===== src/rtl/qed_ctrl_pkg.sv =====
// Shared types and defaults for the QED duplication controller.
package qed_ctrl_pkg;

  typedef enum logic [1:0] {
    ST_IDLE,
    ST_ORIG,
    ST_DUP,
    ST_DRAIN
  } qed_state_e;

  localparam int DEPTH_DEFAULT = 16;
  localparam int DRAIN_DEFAULT = 8;

  function automatic int pend_width(input int depth);
    return $clog2(depth) + 1;
  endfunction

endpackage


===== src/rtl/qed_pend_counter.sv =====
// Up/down pending-instruction counter, saturating at DEPTH and at zero.
module qed_pend_counter
  import qed_ctrl_pkg::*;
#(
  parameter int DEPTH = DEPTH_DEFAULT
) (
  input  logic                   clk,
  input  logic                   rst,
  input  logic                   clr,
  input  logic                   inc,
  input  logic                   dec,
  output logic [$clog2(DEPTH):0] cnt,
  output logic                   underflow
);
  localparam int PW = pend_width(DEPTH);
  localparam logic [PW-1:0] CNT_MAX = PW'(DEPTH);

  assign underflow = dec && (cnt == '0);

  always_ff @(posedge clk or posedge rst) begin
    if (rst) begin
      cnt <= '0;
    end else if (clr) begin
      cnt <= '0;
    end else if (inc && (cnt != CNT_MAX)) begin
      cnt <= cnt + 1'b1;
    end else if (dec && (cnt != '0)) begin
      cnt <= cnt - 1'b1;
    end
  end
endmodule


===== src/rtl/qed_dup_ctrl.sv =====
// QED round controller: capture originals, issue equal duplicates, drain, then flag a state check.
module qed_dup_ctrl
  import qed_ctrl_pkg::*;
#(
  parameter int DEPTH = DEPTH_DEFAULT,
  parameter int DRAIN = DRAIN_DEFAULT
) (
  input  logic                   clk,
  input  logic                   rst,
  input  logic                   ena,
  input  logic                   dup_req,
  input  logic                   stall_IF,
  input  logic                   qic_vld,
  output logic                   exec_dup,
  output logic [$clog2(DEPTH):0] pend_cnt,
  output logic                   qed_check,
  output logic                   qed_err
);
  localparam int PW = pend_width(DEPTH);
  localparam int DW = (DRAIN > 1) ? $clog2(DRAIN) : 1;
  localparam logic [PW-1:0] PEND_MAX   = PW'(DEPTH);
  localparam logic [DW-1:0] DRAIN_LAST = DW'(DRAIN - 1);

  qed_state_e    state;
  logic [DW-1:0] drain_cnt;
  logic [PW-1:0] cnt_inc;
  logic          cnt_clr;
  logic          cnt_up;
  logic          cnt_dn;
  logic          underflow;
  logic          drain_last;
  logic          dup_go;
  logic          err_evt;

  qed_pend_counter #(.DEPTH(DEPTH)) u_pend (
    .clk       (clk),
    .rst       (rst),
    .clr       (cnt_clr),
    .inc       (cnt_up),
    .dec       (cnt_dn),
    .cnt       (pend_cnt),
    .underflow (underflow)
  );

  always_comb begin
    cnt_inc    = (pend_cnt == PEND_MAX) ? PEND_MAX : pend_cnt + 1'b1;
    drain_last = (drain_cnt == DRAIN_LAST);
    dup_go     = !stall_IF && ((dup_req && (cnt_inc != '0)) || (cnt_inc == PEND_MAX));
    cnt_clr    = !ena || (state == ST_IDLE) || ((state == ST_DRAIN) && drain_last);
    cnt_up     = ena && (state == ST_ORIG) && !stall_IF;
    cnt_dn     = ena && (state == ST_DUP) && !stall_IF;
    // A missing i-cache entry while duplicates are owed breaks the count invariant.
    err_evt    = (state == ST_DUP) && ((!qic_vld && (pend_cnt != '0)) || underflow);
  end

  always_ff @(posedge clk or posedge rst) begin
    if (rst) begin
      state     <= ST_IDLE;
      exec_dup  <= 1'b0;
      drain_cnt <= '0;
      qed_check <= 1'b0;
      qed_err   <= 1'b0;
    end else begin
      qed_check <= 1'b0;
      if (err_evt) begin
        qed_err <= 1'b1;
      end
      if (!ena) begin
        state     <= ST_IDLE;
        exec_dup  <= 1'b0;
        drain_cnt <= '0;
      end else begin
        case (state)
          ST_IDLE: begin
            state <= ST_ORIG;
          end
          ST_ORIG: begin
            if (dup_go) begin
              state    <= ST_DUP;
              exec_dup <= 1'b1;
            end
          end
          ST_DUP: begin
            if (!stall_IF && (pend_cnt <= PW'(1))) begin
              state     <= ST_DRAIN;
              exec_dup  <= 1'b0;
              drain_cnt <= '0;
            end
          end
          ST_DRAIN: begin
            if (drain_last) begin
              state     <= ST_ORIG;
              qed_check <= 1'b1;
              drain_cnt <= '0;
            end else begin
              drain_cnt <= drain_cnt + 1'b1;
            end
          end
          default: begin
            state    <= ST_IDLE;
            exec_dup <= 1'b0;
          end
        endcase
      end
    end
  end
endmodule


===== config.mk =====
export PLATFORM = sky130hd
export DESIGN_NAME = qed_dup_ctrl
export DESIGN_NICKNAME = d
export VERILOG_FILES = /design/src/rtl/qed_ctrl_pkg.sv /design/src/rtl/qed_pend_counter.sv /design/src/rtl/qed_dup_ctrl.sv
export SDC_FILE = /design/constraint.sdc
export NUM_CORES = 1
export LEC_CHECK = 0
export ABC_AREA = 1
export BUFFER_PORTS_ARGS = -buffer_cell sky130_fd_sc_hd__clkbuf_2
export CORE_MARGIN = 5
export CORE_UTILIZATION = 45
export DETAILED_ROUTE_END_ITERATION = 10
export GPL_TIMING_DRIVEN = 0
export HOLD_SLACK_MARGIN = 0.15
export PLACE_DENSITY = 0.69
export SYNTH_ARGS = -nofsm -noshare
export SYNTH_HDL_FRONTEND = slang
export SYNTH_HIERARCHICAL = 1
export SYNTH_SLANG_ARGS = --single-unit

===== constraint.sdc =====
create_clock -name clk -period 2.6 [get_ports clk]
set_clock_uncertainty 0.2 [all_clocks]
set_input_delay 0.39 -clock clk [delete_from_list [all_inputs] [get_ports clk]]
set_output_delay 0.39 -clock clk [all_outputs]
set_load 0.01 [all_outputs]

-- After elaboration in Yosys (flattened, before gate mapping)
Cells that the tools add are included.
- equal/unequal tests: 12
- bitwise operators: 0
- shift-type cells: 0
- divide/modulo/power cells: 0
- magnitude comparators: 1
- add/sub/neg operators: 3
- $mul: 0
- mux-type cells: 20
- reductions and logical operators: 28
- operators by type and width (operator ; number):
    $mux 5 ; 4
    $logic_and 1x1->1 ; 13
    $eq 5x5->1 const B ; 2
    $reduce_bool 5->1 ; 2
    $mux 3 ; 3
    $mux 2 ; 4
    $pmux 2 s4 ; 1
    $mux 1 ; 6
    $ne 3x1->1 const B ; 2
    $ne 3x3->1 const B ; 2
    $pmux 3 s2 ; 1
    $reduce_and 3->1 ; 2
    $add 5x1->5 const B ; 1
    $le 5x1->1 const B ; 1
    $logic_not 5->1 ; 1
    $ne 5x5->1 const B ; 1
    $sub 5x1->5 const B ; 1
    $eq 2x2->1 const B ; 2
    $logic_or 1x1->1 ; 4
    $add 3x1->3 const B ; 1
    $eq 3x3->1 const B ; 1
    $logic_not 1->1 ; 3
    $ne 3x2->1 const B ; 1
    $reduce_bool 3->1 ; 1
    4 further kinds ; 4
- register bits: 13
- bits in writable memories: 0
- logic and storage cells: 70
- bits in read-only memories: 0
- memories kept: 0
- output and inout port bits: 8
- input bits: 6
- latch bits: 0

-- Longest topological paths before layout
Gate-level depths: netlist (run 1).
- depth after elaboration: 9
- mapped depth: 14

-- Modules after synthesis
The synthesis (run 1) kept the hierarchy.
- by module, submodules not included (module ; times used ; seq. area each (um^2) ; cells each ; area each (um^2)):
    qed_dup_ctrl ; 1 ; 200.2 ; 97 ; 673.1
    qed_pend_counter ; 1 ; 125.1 ; 56 ; 455.4

-- Least setup slack after synthesis (run 1)
OpenSTA, ideal clock, no wires.
- path type: register to register
- start point: register state[1]
- end point: register u_pend.cnt[4]
- clock period less this slack: 2.126 ns
- data arrival time: 1.802 ns
- cell stages (with the launch flop): 11
- path slack: 0.474 ns
- cells stage by stage: dfrtp_1 -> inv_1 -> ha_1 -> nand2_1 -> nor2_1 -> nand2_2 -> fa_1 -> a21oi_1 -> nand3_1 -> nand2_1 -> o21bai_2
- longest elaborated chain between the ends: 6
- ends and longest elaborated chain (item ; line ; source):
    start: declaration ; qed_dup_ctrl.sv:24 ; qed_state_e state;
    start signal: assignment ; qed_dup_ctrl.sv:58 ; state <= ST_IDLE;
    start signal: assignment ; qed_dup_ctrl.sv:69 ; state <= ST_IDLE;
    start signal: assignment ; qed_dup_ctrl.sv:75 ; state <= ST_ORIG;
    $eq 2x1->1 (*) ; qed_dup_ctrl.sv:50 ; cnt_up = ena && (state == ST_ORIG) && !stall_IF;
    $logic_and 1x1->1 (*) (2 in series) ; qed_dup_ctrl.sv:50 ;
    net cnt_up ; qed_dup_ctrl.sv:28 ; logic cnt_up;
    $logic_and 1x1->1 (*) ; qed_pend_counter.sv:25 ; end else if (inc && (cnt != CNT_MAX)) begin
    $mux 5 ; qed_pend_counter.sv:25 ;
    $mux 5 ; qed_pend_counter.sv:23 ; end else if (clr) begin
    end signal: assignment ; qed_pend_counter.sv:26 ; cnt <= cnt + 1'b1;
    end signal: assignment ; qed_pend_counter.sv:28 ; cnt <= cnt - 1'b1;
    end: declaration ; qed_pend_counter.sv:12 ; output logic [$clog2(DEPTH):0] cnt,
Mark *: on every way through the listed nets, which the timed path passes. The rest lies on a longest branch.
A chain may end at the register's enable or synchronous reset.

-- Worst setup path in the final report (run 1)
Ends and elaborated chain as after synthesis.

==> metrics, run 1 <==
post-CTS setup buffers=0; Synth Register Bits=13; leading post-synthesis cells by cell area=dfrtp_1, ha_1, nand2_1, inv_1, nand3_1; Area Overhead vs Synth=12.5%; hold path depth=3; status=finished clean; Ant. Diodes=0; H-Tree Depth=1; hpwl dp=1840 um; worst hold start=ena; ys async rst share=100%; Worst-path clk slew=0.08 ns; FF-to-FF Start=state[1]; top cells by instance count after synthesis=nand2_1, inv_1, nor2_1; initial antenna violation count=0; WHS=0.223 ns; cell with the most instances after synthesis=nand2_1; DR iter-0 viols=6; cell mode on critical path=nand2_1; post-synthesis sequential area ratio=28.8%; Slew Viols, Final=0; syn_nets=173; DRT Wirelength=2150 um; mapped cell area=1130 um^2; root buffer cell=clkbuf_4; Cell variety after synth=26; Final min period=2.34 ns; die footprint=3610 um^2; power density over the cells=603 nW/um^2; row count=18; CTS tree=done; Startpoint Class=flip-flop; total track usage=13.7%; worst-path maximum fanout=7; Largest stage delay, worst path=0.43 ns; share of the synthesized area in the top cell type=28.8%; Final GP Congestion=0.842; R2R setup slack=0.26 ns; Yosys warnings=6; first-pass GRT wire length=3730 um; Register-to-Register Path Depth=12; setup tns final=0 ns; crit path cell chain=inv_1 > ha_1 > nand2_1 > nor2_2 > nand2_2 > ha_1 > nand2_1 > inv_2 > a21oi_1 > nand3_1 > nand2_1 > o21bai_2; slowest CP cell=dfrtp_1; Hold Path Sink=qed_check; final count of hold timing violations=0; CP required=2.56 ns; Post-synth EDFFs=0; syn_area_per_cell=7.38 um^2; DRC viols=0; IO Port Bufs=13; crit path DAT=2.31 ns; Die H=60.1 um; RSZ-0062 raised after global routing=false; Initial Util=46.4%; crit path kind=flip-flop to flip-flop; clk_lat worst skew=0.27 ns; Cells after Synth=153; Crit. Startpoint=state[1]; Hold Crit Class=primary input to flip-flop; grt total ovfl=0; fmax=427 MHz; CTS Buf Count=3; number of global-route vias before repair=954; post-route core utilization=52.2%; number of detailed-route iterations in the first pass=4; largest net degree at the start of global routing=13; Routed wire per std cell=10.7 um; R2R Path End=u_pend/cnt[4]; max-capacitance violation count=0; main flop type after synthesis=dfrtp_1; Synth area leader=dfrtp_1; Tightest Pin Transition=0.713 ns; I/O pins=14; CTS Buffer Depth=2; LEAKAGE=0.725 nW; count of final setup violators=0; Rel. slew slack=52.0%; nets=192; ratio of final minimum period to clock period=90.2%; Core Region=2430 um^2; Worst IR Drop VDD=0.394 mV; Chip Width=60.1 um; via count=970; CTS Sinks=13; Critical Path End Type=flip-flop; routed vias/inst=4.83; antenna-violating nets left=0; share of layout cells above drive strength 1=21.1%
## per-layer routing
layer	GRT usage, %	vias to the layer above	routed length (um)
met5	0	-	0
met4	4.75	0	27
met3	4.75	5	80
met2	25.9	11	1140
met1	13.7	438	908
li1	-	516	-
## flip-flops by register name (all words and copies together) (netlist names)
name,flops
exec_dup,1
u_pend/cnt,5
qed_err,1
qed_check,1
drain_cnt,3
state,2
## area by class of cell
class                   count  area, um^2
clock buffers               4        26.3
fillers                   250        1160
inverters                  25        93.8
multi-input cells         115         712
flip-flops and latches     13         325
well taps                  30        37.5
repair buffers             14        75.1
## cells by family (layout without fill, tap and decap cells)
family,count (synthesis),after routing,synth area share (%)
DFF,13,13,28.8
buffers and inverters,25,43,8.31
AOI/OAI and AO/OA,15,15,8.76
adders and majority gates,14,14,16.2
xor gates and xnor gates,3,3,2.33
and+or+nand+nor,83,83,35.6
## timing repair
action | 4_1_cts | 5_1_grt
endpoints found under the hold margin | 13 | 0
setup endpoints to repair | 0 | 1
hold buffers | 1 | 0
resized for setup | 0 | 1
## worst max-delay path: cells and delay by family (launching register included)
kind,cells,cell delay (ns)
AO/OA/AOI/OAI,2,0.22
AND/OR/NAND/NOR,6,0.71
flip-flops,1,0.43
buffers and inverters,2,0.13
adder cells (fa/ha/maj),2,0.54
## layout by cell type (no fill, tap or decap)
| master | n |
|---|---|
| nor2_2 | 4 |
| nand3_1 | 12 |
| a21oi_1 | 3 |
| o21bai_2 | 1 |
| xnor2_1 | 3 |
| clkbuf_1 | 1 |
| ha_1 | 13 |
| dlygate4sd3_1 | 1 |
| nand2_1 | 41 |
| clkbuf_4 | 3 |
| o21bai_1 | 2 |
| fa_1 | 1 |
| nand2_4 | 2 |
| inv_1 | 23 |
| nor2_1 | 13 |
| nand3_2 | 2 |
| nor2_4 | 1 |
| o21ai_1 | 1 |
| nand2_2 | 4 |
| o21ai_0 | 4 |
| or2_1 | 1 |
| inv_2 | 2 |
| nand4_1 | 1 |
| dfrtp_1 | 13 |
| a21oi_2 | 1 |
| o21ai_2 | 2 |
| nor3_1 | 1 |
| nor2_8 | 1 |
| a31oi_1 | 1 |
| clkbuf_2 | 13 |
## through the flow
stage	total power [W]	std cells	area, um^2	setup WS (ns)
2_1_floorplan	0.000566	153	1130	0.474
3_3_place_gp	0.000632	196	1230	0.267
3_5_place_dp	0.000650	196	1230	0.192
4_1_cts	0.000778	201	1270	0.170
5_1_grt	0.000834	201	1270	0.0461
6_report	0.000766	201	1270	0.256
## power by group
group	leakage, nW	switching, W	internal [W]
combinational	0.538	0.000221	0.000146
clock	0.0150	0.0000626	0.0000594
sequential	0.172	0.0000454	0.000232
total	0.725	0.000329	0.000437
## how the worst max path moves through the flow
stage / slack (ns) / cells past startpoint / to
after global routing: 0.05 / 13 / u_pend/cnt[4]
after CTS: 0.17 / 12 / u_pend/cnt[4]
after detailed placement: 0.19 / 12 / u_pend/cnt[4]
final: 0.26 / 12 / u_pend/cnt[4]
after floorplan: 0.47 / 10 / u_pend/cnt[4]
after global placement: 0.27 / 10 / u_pend/cnt[4]
Note: power is estimated with default switching activity, not from simulation.
==> inputs of run 2 (changes only) <==
--- a/config.mk
+++ b/config.mk
@@ -8,11 +8,11 @@
 export ABC_AREA = 1
 export BUFFER_PORTS_ARGS = -buffer_cell sky130_fd_sc_hd__clkbuf_2
 export CORE_MARGIN = 5
-export CORE_UTILIZATION = 45
+export CORE_UTILIZATION = 61
 export DETAILED_ROUTE_END_ITERATION = 10
 export GPL_TIMING_DRIVEN = 0
 export HOLD_SLACK_MARGIN = 0.15
-export PLACE_DENSITY = 0.69
+export PLACE_DENSITY = 0.88
 export SYNTH_ARGS = -nofsm -noshare
 export SYNTH_HDL_FRONTEND = slang
 export SYNTH_HIERARCHICAL = 1
==> constraint.sdc (replaced) <==
create_clock -name clk -period 2.8 [get_ports clk]
set_clock_uncertainty 0.2 [all_clocks]
set_input_delay 0.42 -clock clk [delete_from_list [all_inputs] [get_ports clk]]
set_output_delay 0.42 -clock clk [all_outputs]
set_load 0.01 [all_outputs]
==> run 2 against run 1 <==
Compared with the run above:
- fmax decreased by 5.3%
- count of clock-buffer cells in the layout unchanged
- die area decreased by 22%
- sequential share of layout area increased by 0.18 points
- highest routed layer unchanged
==> metrics, run 2 (synthesis gave the netlist of run 1 again) <==
Pint=0.000407 W (-6.9%); routed vias/inst=5.27 (+9.2%); row count=15 (-3); RSZ-0062 raised after global routing=false; crit path cell chain=inv_1 > ha_1 > nand2_1 > nor2_1 > nand2_2 > ha_1 > nand2_1 > inv_2 > a21oi_1 > nand3_1 > nand2_1 > o21bai_2; total track usage=19.9% (+6.1 points); FF-to-FF Start=state[1]; Final GP Congestion=0.805 (-4.3%); power density over the cells=571 nW/um^2 (-5.4%); Final min period=2.47 ns (+0.130 ns); Register-to-Register Path Depth=12 (unchanged); post-CTS setup buffers=0 (unchanged); R2R setup slack=0.33 ns (+0.07 ns); CTS Buf Count=3 (unchanged); first-pass GRT wire length=4100 um (+10%); Slew Viols, Final=0 (unchanged); pre-CTS setup slack=0.388 ns (+0.195 ns); hpwl dp=1870 um (+1.5%); fmax=404 MHz (-5.3%); Initial Util=64.7% (+18 points); Rel. slew slack=53.0% (+1.0 points); CTS tree=done; status=finished clean; clk_lat worst skew=0.27 ns (about the same); count of final setup violators=0 (unchanged); largest net degree at the start of global routing=13 (unchanged); CTS Buffer Depth=2 (unchanged); number of detailed-route iterations in the first pass=4 (unchanged); grt total ovfl=0 (unchanged); Die H=53.0 um (-12%); antenna-violating nets left=0 (unchanged); Chip Width=53.0 um (-12%); slowest CP cell=dfrtp_1; max-capacitance violation count=0 (unchanged); H-Tree Depth=1 (unchanged); root buffer cell=clkbuf_4; CP required=2.76 ns (+0.20 ns); ratio of final minimum period to clock period=88.4% (-1.8 points); crit path DAT=2.44 ns (+0.13 ns); Top Registers=u_pend/cnt x5, drain_cnt x3, state x2; via count=1033 (+6.5%); worst hold start=ena; Critical Path End Type=flip-flop; Comb pwr share=48.6% (+0.7 points); # fillers=149 (-40%); LEAKAGE=0.725 nW (about the same); Core Region=1750 um^2 (-28%); initial antenna violation count=0 (unchanged); final count of hold timing violations=0 (unchanged); multi-input gate area in the final layout=709 um^2 (-0.35%); DRC viols=0 (unchanged); Largest register FFs=5 (unchanged); number of global-route vias before repair=1036 (+8.6%); Hold Crit Class=primary input to flip-flop; worst-path maximum fanout=7 (unchanged); sequential share of power=35.8% (-0.4 points); Routed wire per std cell=11.5 um (+7.1%); IO Port Bufs=13 (unchanged); final worst-path setup slack=0.326 ns (+0.0701 ns); hold path depth=3 (unchanged); share of layout cells above drive strength 1=20.5% (-0.58 points); commonest non-fill, non-tap cells in the layout=nand2_1, inv_1, nor2_1; Sw Ratio=43.4% (+0.48 points); CP bufs+invs=2 (unchanged); CP delay by family, top=simple AND/OR/NAND/NOR gates; Largest stage delay, worst path=0.43 ns (about the same); Area Overhead vs Synth=11.8%; I/O pins=14 (unchanged); crit path kind=flip-flop to flip-flop; Startpoint Class=flip-flop; Crit. Startpoint=state[1]; largest register by flop count=u_pend/cnt; most common cell after layout, fill and taps aside=nand2_1; sw power=0.000313 W (-5.0%); register area=325 um^2 (unchanged); DRT Wirelength=2250 um (+4.4%); setup tns final=0 ns (unchanged); R2R Path End=u_pend/cnt[4]; cell mode on critical path=nand2_1; CTS Sinks=13 (unchanged); Tightest Pin Transition=0.698 ns (-0.0151 ns); Worst IR Drop VDD=0.329 mV (-17%); die footprint=2810 um^2 (-22%); nets=192 (unchanged); Worst-path clk slew=0.08 ns (about the same); Clk pwr share=15.7% (-0.2 points); DR iter-0 viols=29 (+23); Hold Path Sink=qed_check; Ant. Diodes=0 (unchanged)
[run 2: layer usage]
layer / vias to the layer above / GRT usage (%) / wire length (um)
met3: 2 / 5.35 / 116
met5: - / 0 / 0
met4: 0 / 5.96 / 14
met1: 486 / 19.7 / 896
li1: 519 / - / -
met2: 26 / 39.3 / 1220
[run 2: repair_timing]
item                      CTS  global route
hold endpoints to repair   13             0
gates resized for setup     0             0
hold buffers                1             0
[run 2: how the worst max path moves through the flow]
| stage | to | depth (start not counted) |
|---|---|---|
| 2_1_floorplan | u_pend/cnt[4] | 10 |
| 3_3_place_gp | u_pend/cnt[4] | 10 |
| 3_5_place_dp | u_pend/cnt[4] | 12 |
| 4_1_cts | u_pend/cnt[4] | 10 |
| 5_1_grt | u_pend/cnt[4] | 12 |
| 6_report | u_pend/cnt[4] | 12 |
[run 2: through the flow]
stage | cells | util, % | instance area, um^2 | power, W | hold WS (ns)
after detailed placement | 191 | 70.2 | 1220 | 0.000609 | 0.125
after global placement | 191 | 70.2 | 1220 | 0.000581 | 0.117
final | 196 | 72.3 | 1260 | 0.000720 | 0.251
after global routing | 196 | 72.3 | 1260 | 0.000789 | 0.271
after floorplan | 153 | - | 1130 | 0.000526 | -0.00148
after CTS | 196 | 72.3 | 1260 | 0.000727 | 0.239
[run 2: power by group through the flow]
| stage | registers, W | clock network (W) | logic (W) |
|---|---|---|---|
| 6_report | 0.000258 | 0.000113 | 0.000349 |
| 5_1_grt | 0.000263 | 0.000127 | 0.000399 |
| 4_1_cts | 0.000258 | 0.000118 | 0.000351 |
| 2_1_floorplan | 0.000257 | 0 | 0.000268 |
| 3_3_place_gp | 0.000258 | 0 | 0.000322 |
| 3_5_place_dp | 0.000262 | 0 | 0.000347 |
[run 2: area by class of cell]
type	count	share of cell area, %
Clock buffer	4	2.08
Inverter	25	7.44
Multi-Input combinational cell	115	56.2
Sequential cell	13	25.8
Tap cell	25	2.48
Timing Repair Buffer	14	5.95
[run 2: worst reg2reg max path, stage by stage (launching register included)]
cell	delay (ns)
dfrtp_1	0.43
inv_1	0.10
ha_1	0.20
nand2_1	0.09
nor2_1	0.20
nand2_2	0.18
ha_1	0.36
nand2_1	0.10
inv_2	0.03
a21oi_1	0.18
nand3_1	0.13
nand2_1	0.11
o21bai_2	0.06
